**config.mk**
```make
export PLATFORM = sky130hd
export DESIGN_NAME = sd_spi_card_responder
export DESIGN_NICKNAME = d
export VERILOG_FILES = /design/src/rtl/sd_spi_card_responder.sv
export SDC_FILE = /design/constraint.sdc
export NUM_CORES = 1
export LEC_CHECK = 0
export CORE_AREA = 2 2 128 130
export CTS_CLUSTER_DIAMETER = 50
export DETAILED_ROUTE_END_ITERATION = 12
export DIE_AREA = 0 0 130 132
export PLACE_DENSITY = 0.53
export SETUP_SLACK_MARGIN = 0.3
export SLEW_MARGIN = 20
export SYNTH_ARGS = -nofsm -noshare
export SYNTH_HDL_FRONTEND = slang
export SYNTH_SLANG_ARGS = --single-unit
```
**constraint.sdc**
```tcl
create_clock -name clk_clk -period 5.29 [get_ports clk_clk]
set_input_delay 1.058 -clock clk_clk [delete_from_list [all_inputs] [get_ports clk_clk]]
set_output_delay 1.058 -clock clk_clk [all_outputs]
set_load 0.02 [all_outputs]
```
**src/rtl/sd_spi_card_responder.sv**
```systemverilog
// Card-side SPI-mode SD responder: oversamples host SCLK/CS/MOSI on clk_clk, decodes
// 6-byte command frames, answers R1/R3/R7 and serves CMD17 reads from a generated pattern.
module sd_spi_card_responder #(
  parameter int INIT_POLLS = 2,
  parameter int ACCESS_GAP = 2
) (
  input  logic       clk_clk,
  input  logic       reset_reset,
  input  logic       sd_card_i_SD_clock,
  input  logic       sd_card_i_SD_dat3,
  input  logic       sd_card_i_SD_cmd,
  output logic       sd_card_o_SD_dat,
  output logic       sd_card_o_SD_dat_oe,
  output logic       cmd_strobe,
  output logic [5:0] cmd_index,
  output logic       card_ready,
  output logic [2:0] fsm_state
);

  typedef enum logic [2:0] {
    S_IDLE, S_CMD, S_NCR, S_RESP, S_GAP, S_TOKEN, S_DATA, S_CRC
  } state_t;

  localparam logic [9:0] GAP_LAST    = (ACCESS_GAP == 0) ? 10'd0 : 10'(ACCESS_GAP - 1);
  localparam logic [7:0] INIT_POLLS_B = 8'(INIT_POLLS);

  state_t      state, state_nxt;
  logic [1:0]  sclk_s, cs_s, mosi_s;
  logic        sclk_d;
  logic        sclk_rise, sclk_fall, cs_active, byte_done;
  logic [2:0]  bit_cnt;
  logic [6:0]  rx_shift;
  logic [7:0]  rx_byte;
  logic [9:0]  cnt;
  logic [5:0]  idx_buf;
  logic [7:0]  arg_lo;
  logic [39:0] resp_sh;
  logic [2:0]  resp_last;
  logic        read_go;
  logic        app_cmd;
  logic [7:0]  polls;
  logic [7:0]  tx_reg, tx_next, tx_byte;
  logic        load_pend;

  // Decoder results, committed when the CRC byte of a frame completes
  logic [39:0] d_resp;
  logic [2:0]  d_last;
  logic        d_read, d_ready, idle_bit;
  logic [7:0]  d_polls, polls_inc;

  always_ff @(posedge clk_clk or posedge reset_reset) begin
    if (reset_reset) begin
      sclk_s <= 2'b00;
      sclk_d <= 1'b0;
      cs_s   <= 2'b11;
      mosi_s <= 2'b11;
    end else begin
      sclk_s <= {sclk_s[0], sd_card_i_SD_clock};
      sclk_d <= sclk_s[1];
      cs_s   <= {cs_s[0], sd_card_i_SD_dat3};
      mosi_s <= {mosi_s[0], sd_card_i_SD_cmd};
    end
  end

  assign sclk_rise = sclk_s[1] & ~sclk_d;
  assign sclk_fall = ~sclk_s[1] & sclk_d;
  assign cs_active = ~cs_s[1];
  assign rx_byte   = {rx_shift, mosi_s[1]};
  assign byte_done = cs_active & sclk_rise & (bit_cnt == 3'd7);

  assign sd_card_o_SD_dat = tx_reg[7];
  assign fsm_state        = state;

  always_ff @(posedge clk_clk or posedge reset_reset) begin
    if (reset_reset)     state <= S_IDLE;
    else if (!cs_active) state <= S_IDLE;
    else                 state <= state_nxt;
  end

  always_comb begin
    state_nxt = state;
    if (byte_done) begin
      case (state)
        S_IDLE:  if (rx_byte[7:6] == 2'b01) state_nxt = S_CMD;
        S_CMD:   if (cnt == 10'd4) state_nxt = S_NCR;
        S_NCR:   state_nxt = S_RESP;
        S_RESP:  if (cnt == {7'd0, resp_last})
                   state_nxt = !read_go ? S_IDLE : ((ACCESS_GAP == 0) ? S_TOKEN : S_GAP);
        S_GAP:   if (cnt == GAP_LAST) state_nxt = S_TOKEN;
        S_TOKEN: state_nxt = S_DATA;
        S_DATA:  if (cnt == 10'd511) state_nxt = S_CRC;
        S_CRC:   if (cnt == 10'd1) state_nxt = S_IDLE;
        default: state_nxt = S_IDLE;
      endcase
    end
  end

  // Byte each state hands to the shifter for the next byte slot on the wire
  always_comb begin
    tx_byte = 8'hFF;
    case (state)
      S_RESP:  tx_byte = resp_sh[39:32];
      S_TOKEN: tx_byte = 8'hFE;
      S_DATA:  tx_byte = arg_lo + cnt[7:0];
      default: tx_byte = 8'hFF;
    endcase
  end

  always_comb begin
    idle_bit  = ~card_ready;
    d_resp    = {7'd0, idle_bit, 32'hFFFF_FFFF};
    d_last    = 3'd0;
    d_read    = 1'b0;
    d_ready   = card_ready;
    d_polls   = polls;
    polls_inc = (polls == 8'hFF) ? polls : polls + 8'd1;
    case (idx_buf)
      6'd0: begin
        d_resp  = {8'h01, 32'hFFFF_FFFF};
        d_ready = 1'b0;
        d_polls = 8'd0;
      end
      6'd8: begin
        d_resp = {7'd0, idle_bit, 8'h00, 8'h00, 8'h01, arg_lo};
        d_last = 3'd4;
      end
      6'd55: d_resp = {7'd0, idle_bit, 32'hFFFF_FFFF};
      6'd41: begin
        if (app_cmd) begin
          d_polls = polls_inc;
          if (polls_inc >= INIT_POLLS_B) begin
            d_ready = 1'b1;
            d_resp  = {8'h00, 32'hFFFF_FFFF};
          end else begin
            d_resp  = {8'h01, 32'hFFFF_FFFF};
          end
        end else begin
          d_resp = {5'd0, 1'b1, 1'b0, idle_bit, 32'hFFFF_FFFF};
        end
      end
      6'd58: begin
        d_resp = {7'd0, idle_bit, 8'hC0, 8'hFF, 8'h80, 8'h00};
        d_last = 3'd4;
      end
      6'd17: begin
        if (card_ready) begin
          d_resp = {8'h00, 32'hFFFF_FFFF};
          d_read = 1'b1;
        end else begin
          d_resp = {8'h05, 32'hFFFF_FFFF};
        end
      end
      default: d_resp = {5'd0, 1'b1, 1'b0, idle_bit, 32'hFFFF_FFFF};
    endcase
  end

  always_ff @(posedge clk_clk or posedge reset_reset) begin
    if (reset_reset) begin
      bit_cnt             <= 3'd0;
      rx_shift            <= 7'd0;
      cnt                 <= 10'd0;
      idx_buf             <= 6'd0;
      arg_lo              <= 8'd0;
      resp_sh             <= 40'hFF_FFFF_FFFF;
      resp_last           <= 3'd0;
      read_go             <= 1'b0;
      app_cmd             <= 1'b0;
      polls               <= 8'd0;
      card_ready          <= 1'b0;
      cmd_strobe          <= 1'b0;
      cmd_index           <= 6'd0;
      tx_reg              <= 8'hFF;
      tx_next             <= 8'hFF;
      load_pend           <= 1'b0;
      sd_card_o_SD_dat_oe <= 1'b0;
    end else begin
      cmd_strobe          <= 1'b0;
      sd_card_o_SD_dat_oe <= cs_active;
      if (!cs_active) begin
        bit_cnt   <= 3'd0;
        cnt       <= 10'd0;
        tx_reg    <= 8'hFF;
        load_pend <= 1'b0;
        app_cmd   <= 1'b0;
      end else begin
        if (sclk_rise) begin
          rx_shift <= rx_byte[6:0];
          bit_cnt  <= bit_cnt + 3'd1;
        end
        if (byte_done) begin
          tx_next   <= tx_byte;
          load_pend <= 1'b1;
          cnt       <= (state_nxt != state) ? 10'd0 : cnt + 10'd1;
          if (state == S_IDLE && state_nxt == S_CMD) idx_buf <= rx_byte[5:0];
          if (state == S_CMD && cnt == 10'd3) arg_lo <= rx_byte;
          if (state == S_CMD && cnt == 10'd4) begin
            cmd_strobe <= 1'b1;
            cmd_index  <= idx_buf;
            resp_sh    <= d_resp;
            resp_last  <= d_last;
            read_go    <= d_read;
            card_ready <= d_ready;
            polls      <= d_polls;
            app_cmd    <= (idx_buf == 6'd55);
          end
          if (state == S_RESP) resp_sh <= {resp_sh[31:0], 8'hFF};
        end
        if (sclk_fall) begin
          load_pend <= 1'b0;
          tx_reg    <= load_pend ? tx_next : {tx_reg[6:0], 1'b1};
        end
      end
    end
  end

endmodule

```
Word-level counts from Yosys, hierarchy flattened. Index checks and enable logic that the tools add are counted.

Add/sub/neg operators: 4. Magnitude comparators: 1. Equal/unequal tests: 24. Multiplexer cells: 43. Bitwise operators: 8. Reductions and logical operators: 22.

Operator list (number): case mux 40 bit (6 select lines) (1); two-way mux 40 bit (3); two-way mux 8 bit (5); two-way mux 3 bit (12); two-way mux 35 bit (1); two-way mux 33 bit (1); two-way mux 10 bit (3); case mux 3 bit (8 select lines) (1); case mux 8 bit (3 select lines) (1); == test 6 bit (second input constant) (3); case mux 8 bit (2 select lines) (1); == test 3 bit (second input constant) (5); two-way mux 1 bit (13); AND reduction 3 bit (4); nonzero test 2 bit (6); adder 10 x 1 -> 10 bit (second input constant) (1); == test 10 x 1 -> 1 bit (second input constant) (1); == test 10 x 2 -> 1 bit (second input constant) (1); == test 10 x 3 -> 1 bit (1); == test 10 x 3 -> 1 bit (second input constant) (1); == test 10 x 9 -> 1 bit (second input constant) (1); adder 8 x 1 -> 8 bit (second input constant) (1); adder 8 bit (1); == test 8 bit (second input constant) (1); other kinds (20) (33).

Bits in registers: 123. Input port bits: 5. Logic and storage cells: 124.

Logic depth before layout (Yosys ltp). Gate-level depths: netlist of the first run.

Depth after elaboration: 9. Gate-level depth with buffers: 9. Gate-level depth less buffers: 9.

Worst setup path before layout of the first run. Ideal clock, no wire load.

Path type: register -> register. Start: reg bit_cnt[0]. End: reg cnt[7]. Library setup time: 101 ps. Arrival: 2058 ps. Data required time: 5189 ps. Setup slack: 3132 ps. Cell stages (with the launch flop): 10. Buffers on the path: 1. Clock period less this slack: 2158 ps. Cells stage by stage: dfrtp_1 > ha_1 > ha_1 > and4bb_2 > o21ai_0 > a31o_1 > o41ai_4 > buf_6 > nand4_1 > o311ai_2.

Cells in the longest elaborated chain, start to end: 7. Elaborated cells between the ends (all ways): 8. Those cells by class: eq/ne (2); mux (4); bitwise (1); reduce/logical (1).

Ends and longest elaborated chain: from (decl) (line 31) `logic [2:0] bit_cnt;`; from (signal assigned) (line 188) `bit_cnt <= bit_cnt + 3'd1;`; == test 3 bit * (line 69) `assign byte_done = cs_active & sclk_rise & (bit_cnt == 3'd7);`; AND 1 bit * (line 69); two-way mux 3 bit (line 82) `if (byte_done) begin`; != test 3 bit (line 193) `cnt <= (state_nxt != state) ? 10'd0 : cnt + 10'd1;`; two-way mux 10 bit (line 193); two-way mux 10 bit (line 190) `if (byte_done) begin`; two-way mux 10 bit (line 179) `if (!cs_active) begin`; to (signal assigned) (line 193); to (decl) (line 34) `logic [9:0] cnt;`.

Every way passes the cells marked *; elsewhere a longest branch is shown, timed or not. The select of a mux whose other input is x is not followed. A chain may end at the register's enable or synchronous reset.

Final worst setup path of the first run. Ends and elaborated chain as after synthesis.

==> impl_metrics.env, run 1 <==
export IMPL_status="finished, final reports clean"
export IMPL_stdcell_area_sq_um=6960
export IMPL_grt_pass1_vias=4311
export IMPL_path_cells="ha_1 -> ha_1 -> and4bb_2 -> o21ai_0 -> a31o_1 -> o41ai_4 -> nand2_2 -> o311ai_2"
export IMPL_peakVddDrop_uv=220
export IMPL_required_ns=5.61
export IMPL_drv_cap=0
export IMPL_fmax_ghz=0.342
export IMPL_post_cts_buffers=0
export IMPL_initial_utilization_pct=38.5
export IMPL_utilization_pct=44.3
export IMPL_grt_pass1_wl_microns=22900
export IMPL_busiest_layer="met2"
export IMPL_synth_edf_count=0
export IMPL_ctsRootBufferMaster="clkbuf_16"
export IMPL_synthFlopType="dfrtp_1"
export IMPL_io_pins=18
export IMPL_tightest_slew_ns=0.842
export IMPL_dp_cells=816
export IMPL_hp_class="reg -> reg"
export IMPL_avgSynthCellArea_sq_um=9.80
export IMPL_overflow=0
export IMPL_yosysWarnings=0
export IMPL_vias_per_cell=5.33
export IMPL_synth_cell_types=59
export IMPL_slew_violations=0
export IMPL_yosys_area_top_type="dfstp_2"
export IMPL_ys_ff_latch=121
export IMPL_die_h_microns=132
export IMPL_cp_slowest_stage_delay_ns=0.82
export IMPL_cts_resized=0
export IMPL_tns_ns=0
export IMPL_netlist_instances=617
export IMPL_drive_above_1_share_pct=20.4
export IMPL_worst_endpoint_arrival_ns=3.25
export IMPL_reg_top3="resp_sh x40, cnt x10"
export IMPL_wl_per_cell_microns=16.1
export IMPL_met3_usage_pct=4.99
export IMPL_fin_crit_sh_pct=55.3
export IMPL_power_density_nw_per_um2=317
export IMPL_critPathCaptureType="register"
export IMPL_syn2layout_area_growth_pct=15.1
export IMPL_fin_crit_ns=2.93
export IMPL_start_kind="register"
export IMPL_grt_util_all_layers_pct=17.2
export IMPL_post_dp_cell_area_sq_um=6360
export IMPL_drt_wl_total_microns=13600
export IMPL_dp_hpwl_microns=9290
export IMPL_cts_buffer_depth=2
export IMPL_cts_clk_slew_worst_paths_ns=0.06
export IMPL_fin_total_pwr_mw=2.21
export IMPL_synth_top_area_share_pct=26.1
export IMPL_synth_area_leaders="dfstp_2, dfrtp_1, o21ai_0"
export IMPL_cp_max_fo=15
export IMPL_finalClockSkew_ns=0.00626
export IMPL_cts_tree="done"
export IMPL_cp_common_cell="ha_1"
export IMPL_ant_nets=0
export IMPL_met2_usage_pct=24.8
export IMPL_antenna_found_initial=0
export IMPL_async_flop_share_pct=100
export IMPL_cts_sinks=121
export IMPL_met1_usage_pct=24.7
export IMPL_die_area_sq_um=17200
export IMPL_gp_congestion=0.791
export IMPL_drc=0
export IMPL_drt_pass1_iterations=5
export IMPL_critPathKind="reg -> reg"
export IMPL_grt_max_degree=74
export IMPL_slew_limit_headroom_pct=43.7
export IMPL_largest_reg_flops=40
export IMPL_largest_register="resp_sh"
export IMPL_most_common_layout_cells="nand2_1, o21ai_0, dfrtp_1, dfstp_2, a21oi_1"
export IMPL_cp_slowest_cell="o41ai_4"
export IMPL_num_antenna_cells=0
export IMPL_port_buffers=17
export IMPL_seq_area_frac_synth_pct=51.3
export IMPL_dr_first_iter_drc_count=385
export IMPL_dr_total_vias=4523
export IMPL_numCtsBuffers=17
export IMPL_finalNonFillerCells=848
export IMPL_rsz0062_at_grt="no"
export IMPL_die_x_microns=130
export IMPL_row_count=46
export IMPL_power_leakage_nw=2.88
export IMPL_hold_buffers=0
export IMPL_synth_nets=636
export IMPL_setup_violations=0
export IMPL_layout_commonest_cell="nand2_1"
export IMPL_cts_htree_levels=4
export IMPL_clock_latency_ns=0.42
export IMPL_finalHoldViolations=0
export IMPL_nets=638
export IMPL_syn_area_sq_um=6050
export IMPL_core_area_sq_um=15700
==> synth_stat cells (all sizes together) (4+ instances only) <==
cell type	number
xor2	4
inv	17
nand3	20
nor2b	8
a22o	7
xnor2	4
or3	4
buf	6
mux2	23
and3	7
dfrtp	61
nor2	37
nor4	5
nand2b	5
nand4	7
nand2	84
dfstp	60
nor3	10
a21oi	42
a221oi	6
a21o	5
a31oi	13
mux2i	16
ha	13
clkbuf	32
o21ai	77
==> final cells by class <==
type | count | area, sq um
tap | 216 | 270
fill | 1500 | 8750
multi-input combinational | 440 | 2720
inverter | 18 | 70.1
clock buffer | 19 | 454
sequential | 121 | 3100
timing repair buffer | 21 | 200
clock inverter | 13 | 140
==> power breakdown <==
part	switching (mW)	total [mW]	internal [mW]
logic	0.0339	0.0606	0.0266
registers	0.0290	0.984	0.955
clock network	0.439	1.16	0.724
==> routing by layer <==
layer,share of wire [%],vias up
met5,0,-
met4,1.4,0
met3,3.6,16
met1,50,2197
li1,-,2218
met2,45,92
==> worst max-delay path, delay by kind of cell (launching register included) <==
family,cells,cell delay (ns)
simple gates,2,0.59
flops,1,0.36
fa+ha+maj,2,0.32
compound gates,4,1.54
==> per-stage QoR <==
| stage | hold slack [ns] | setup WS (ns) |
|---|---|---|
| finish | 0.346 | 2.36 |
| global route | 0.362 | 2.10 |
| CTS | 0.350 | 2.38 |
| detailed placement | 0.336 | 2.39 |
| global placement | 0.334 | 2.56 |
| floorplan | 0.331 | 1.12 |
==> cells by family (layout without fill, tap and decap cells) <==
group	after synthesis	in the layout	synth area share [%]
adders and majority gates	14	14	3.02
xor gates and xnor gates	8	8	1.16
and+or+nand+nor	204	204	16.4
buffers and inverters	56	71	3.70
DFF	121	121	51.3
muxes	39	39	6.93
AOI/OAI and AO/OA	175	175	17.5
==> worst paths after layout <==
kind | start | to | slack (ns) | cells after the start
max in group asynchronous | reset_reset | rx_shift[1] | 3.33 | 3
hold / removal | sclk_s[0] | sclk_s[1] | 0.35 | 0
setup reg to reg | bit_cnt[0] | cnt[7] | 2.36 | 8
hold reg to reg | sclk_s[0] | sclk_s[1] | 0.35 | 0
min in group asynchronous | reset_reset | cnt[4] | 0.99 | 2
setup / recovery | bit_cnt[0] | cnt[7] | 2.36 | 8
No activity file was read; power rests on OpenSTA's default activity.
==> run 2: changes to the inputs <==
==> constraint.sdc (replaced) <==
create_clock -name clk_clk -period 2.8 [get_ports clk_clk]
set_input_delay 0.56 -clock clk_clk [delete_from_list [all_inputs] [get_ports clk_clk]]
set_output_delay 0.56 -clock clk_clk [all_outputs]
set_load 0.02 [all_outputs]
==> impl_metrics.env, run 2 (synthesis results as in run 1) <==
export IMPL_fin_crit_ns=2.33
export IMPL_numCtsBuffers=17
export IMPL_finalHoldViolations=0
export IMPL_required_ns=2.24
export IMPL_status="finished, final reports clean"
export IMPL_wl_per_cell_microns=16.1
export IMPL_core_area_sq_um=15700
export IMPL_fmax_ghz=0.428
export IMPL_fin_crit_sh_pct=83.4
export IMPL_cp_slowest_cell="clkdlybuf4s50_1"
export IMPL_multi_input_comb_area_sq_um=2740
export IMPL_cp_slowest_stage_delay_ns=0.70
export IMPL_die_x_microns=130
export IMPL_largest_reg_flops=40
export IMPL_reg2reg_depth=8
export IMPL_grt_pass1_wl_microns=22900
export IMPL_drc=0
export IMPL_critPathCaptureType="primary output"
export IMPL_worst_endpoint_arrival_ns=1.77
export IMPL_hp_start="sclk_s[0]"
export IMPL_cts_htree_levels=4
export IMPL_tightest_slew_ns=0.824
export IMPL_dp_hpwl_microns=9260
export IMPL_drive_above_1_share_pct=21.7
export IMPL_initial_utilization_pct=38.5
export IMPL_reg_top3="resp_sh x40, cnt x10"
export IMPL_die_area_sq_um=17200
export IMPL_port_buffers=17
export IMPL_start_kind="register"
export IMPL_slew_violations=0
export IMPL_post_cts_buffers=0
export IMPL_finalClockSkew_ns=0.0113
export IMPL_reg2reg_to="cnt[2]"
export IMPL_dr_first_iter_drc_count=402
export IMPL_vias_per_cell=5.27
export IMPL_hp_class="reg -> reg"
export IMPL_gp_congestion=0.832
export IMPL_drv_cap=0
export IMPL_peakVddDrop_uv=493
export IMPL_largest_register="resp_sh"
export IMPL_io_pins=18
export IMPL_syn2layout_area_growth_pct=16.6
export IMPL_min_to="sclk_s[1]"
export IMPL_finalNonFillerCells=858
export IMPL_grt_util_all_layers_pct=17.1
export IMPL_critPathKind="reg -> out"
export IMPL_most_common_layout_cells="nand2_1, o21ai_0, dfrtp_1, dfstp_2, a21oi_1"
export IMPL_seqCellArea_sq_um=3100
export IMPL_grt_max_degree=122
export IMPL_die_h_microns=132
export IMPL_cts_clk_slew_worst_paths_ns=0.05
export IMPL_path_cells="clkdlybuf4s50_1"
export IMPL_setup_violations=0
export IMPL_ff2ff_setup_slack_ns=0.49
export IMPL_cp_max_fo=18
export IMPL_cts_buffer_depth=2
export IMPL_tns_ns=0
export IMPL_clock_latency_ns=0.42
export IMPL_ctsRootBufferMaster="clkbuf_16"
export IMPL_layout_commonest_cell="nand2_1"
export IMPL_power_leakage_nw=2.93
export IMPL_drt_wl_total_microns=13800
export IMPL_antenna_found_initial=0
export IMPL_power_density_nw_per_um2=577
export IMPL_min_path_cells=0
export IMPL_grt_pass1_vias=4313
export IMPL_dp_cells=826
export IMPL_r2r_start="cnt[0]"
export IMPL_nets=648
export IMPL_setup_worst_path_start="fsm_state[0]"
export IMPL_num_antenna_cells=0
export IMPL_fill_cells=1544
export IMPL_path_delay_family="buffers and inverters"
export IMPL_drt_pass1_iterations=5
export IMPL_cts_sinks=121
export IMPL_row_count=46
export IMPL_cts_tree="done"
export IMPL_slew_limit_headroom_pct=44.8
export IMPL_path_buf_inv=1
export IMPL_overflow=0
export IMPL_dr_total_vias=4523
export IMPL_rsz0062_at_grt="no"
export IMPL_ant_nets=0
[run 2: cell count changes in the layout (fill, tap and decap cells not counted), moves of 2 or more]
cell      delta
clkbuf_8     +3
buf_12       +2
clkinv_2     +2
clkbuf_1     +3
buf_4        +8
inv_4        -3
clkinv_4     -3
inv_6        -2
[run 2: worst max path at each step]
stage,slack [ns],to,depth (start not counted)
final,0.47,fsm_state[0],1
after global routing,0.34,cnt[3],8
after CTS,0.44,cnt[7],9
after detailed placement,0.46,cnt[7],9
after global placement,0.55,cnt[7],9
after floorplan,0.64,cnt[7],9
[run 2: cell type report]
cell class | instances | share of cell area [%]
repair buffers | 31 | 4.26
flip-flops and latches | 121 | 44.0
well taps | 216 | 3.83
inverters | 18 | 1.01
clock inverters | 7 | 0.905
clock buffers | 25 | 7.18
multi-input cells | 440 | 38.8
[run 2: power breakdown]
part / switching, mW / total [mW] / internal [mW]
combinational: 0.0648 / 0.116 / 0.0514
clock: 0.756 / 2.09 / 1.34
sequential: 0.0548 / 1.86 / 1.81
total: 0.876 / 4.07 / 3.19
[run 2: timing repair]
| item | CTS | global route |
|---|---|---|
| gates resized for setup | 0 | 3 |
| setup endpoints to repair | 0 | 7 |
| hold buffers | 0 | 0 |
[run 2: through the flow]
stage	worst slack [ns]	hold slack (ns)	utilization, %	instance area, sq um	power [mW]
global placement	0.546	0.334	41.2	6470	2.00
CTS	0.443	0.354	44.8	7040	4.13
finish	0.466	0.349	44.9	7050	4.07
detailed placement	0.462	0.342	41.2	6470	2.01
global route	0.341	0.361	44.9	7050	4.22
floorplan	0.642	0.331	-	6050	1.95
[run 2: layer usage]
layer / wire (microns) / GRT usage, % / share of wire (%)
met4: 312 / 6.87 / 2.3
met3: 602 / 4.30 / 4.4
met1: 6690 / 24.9 / 49
met5: 0 / 0 / 0
met2: 6170 / 24.1 / 45
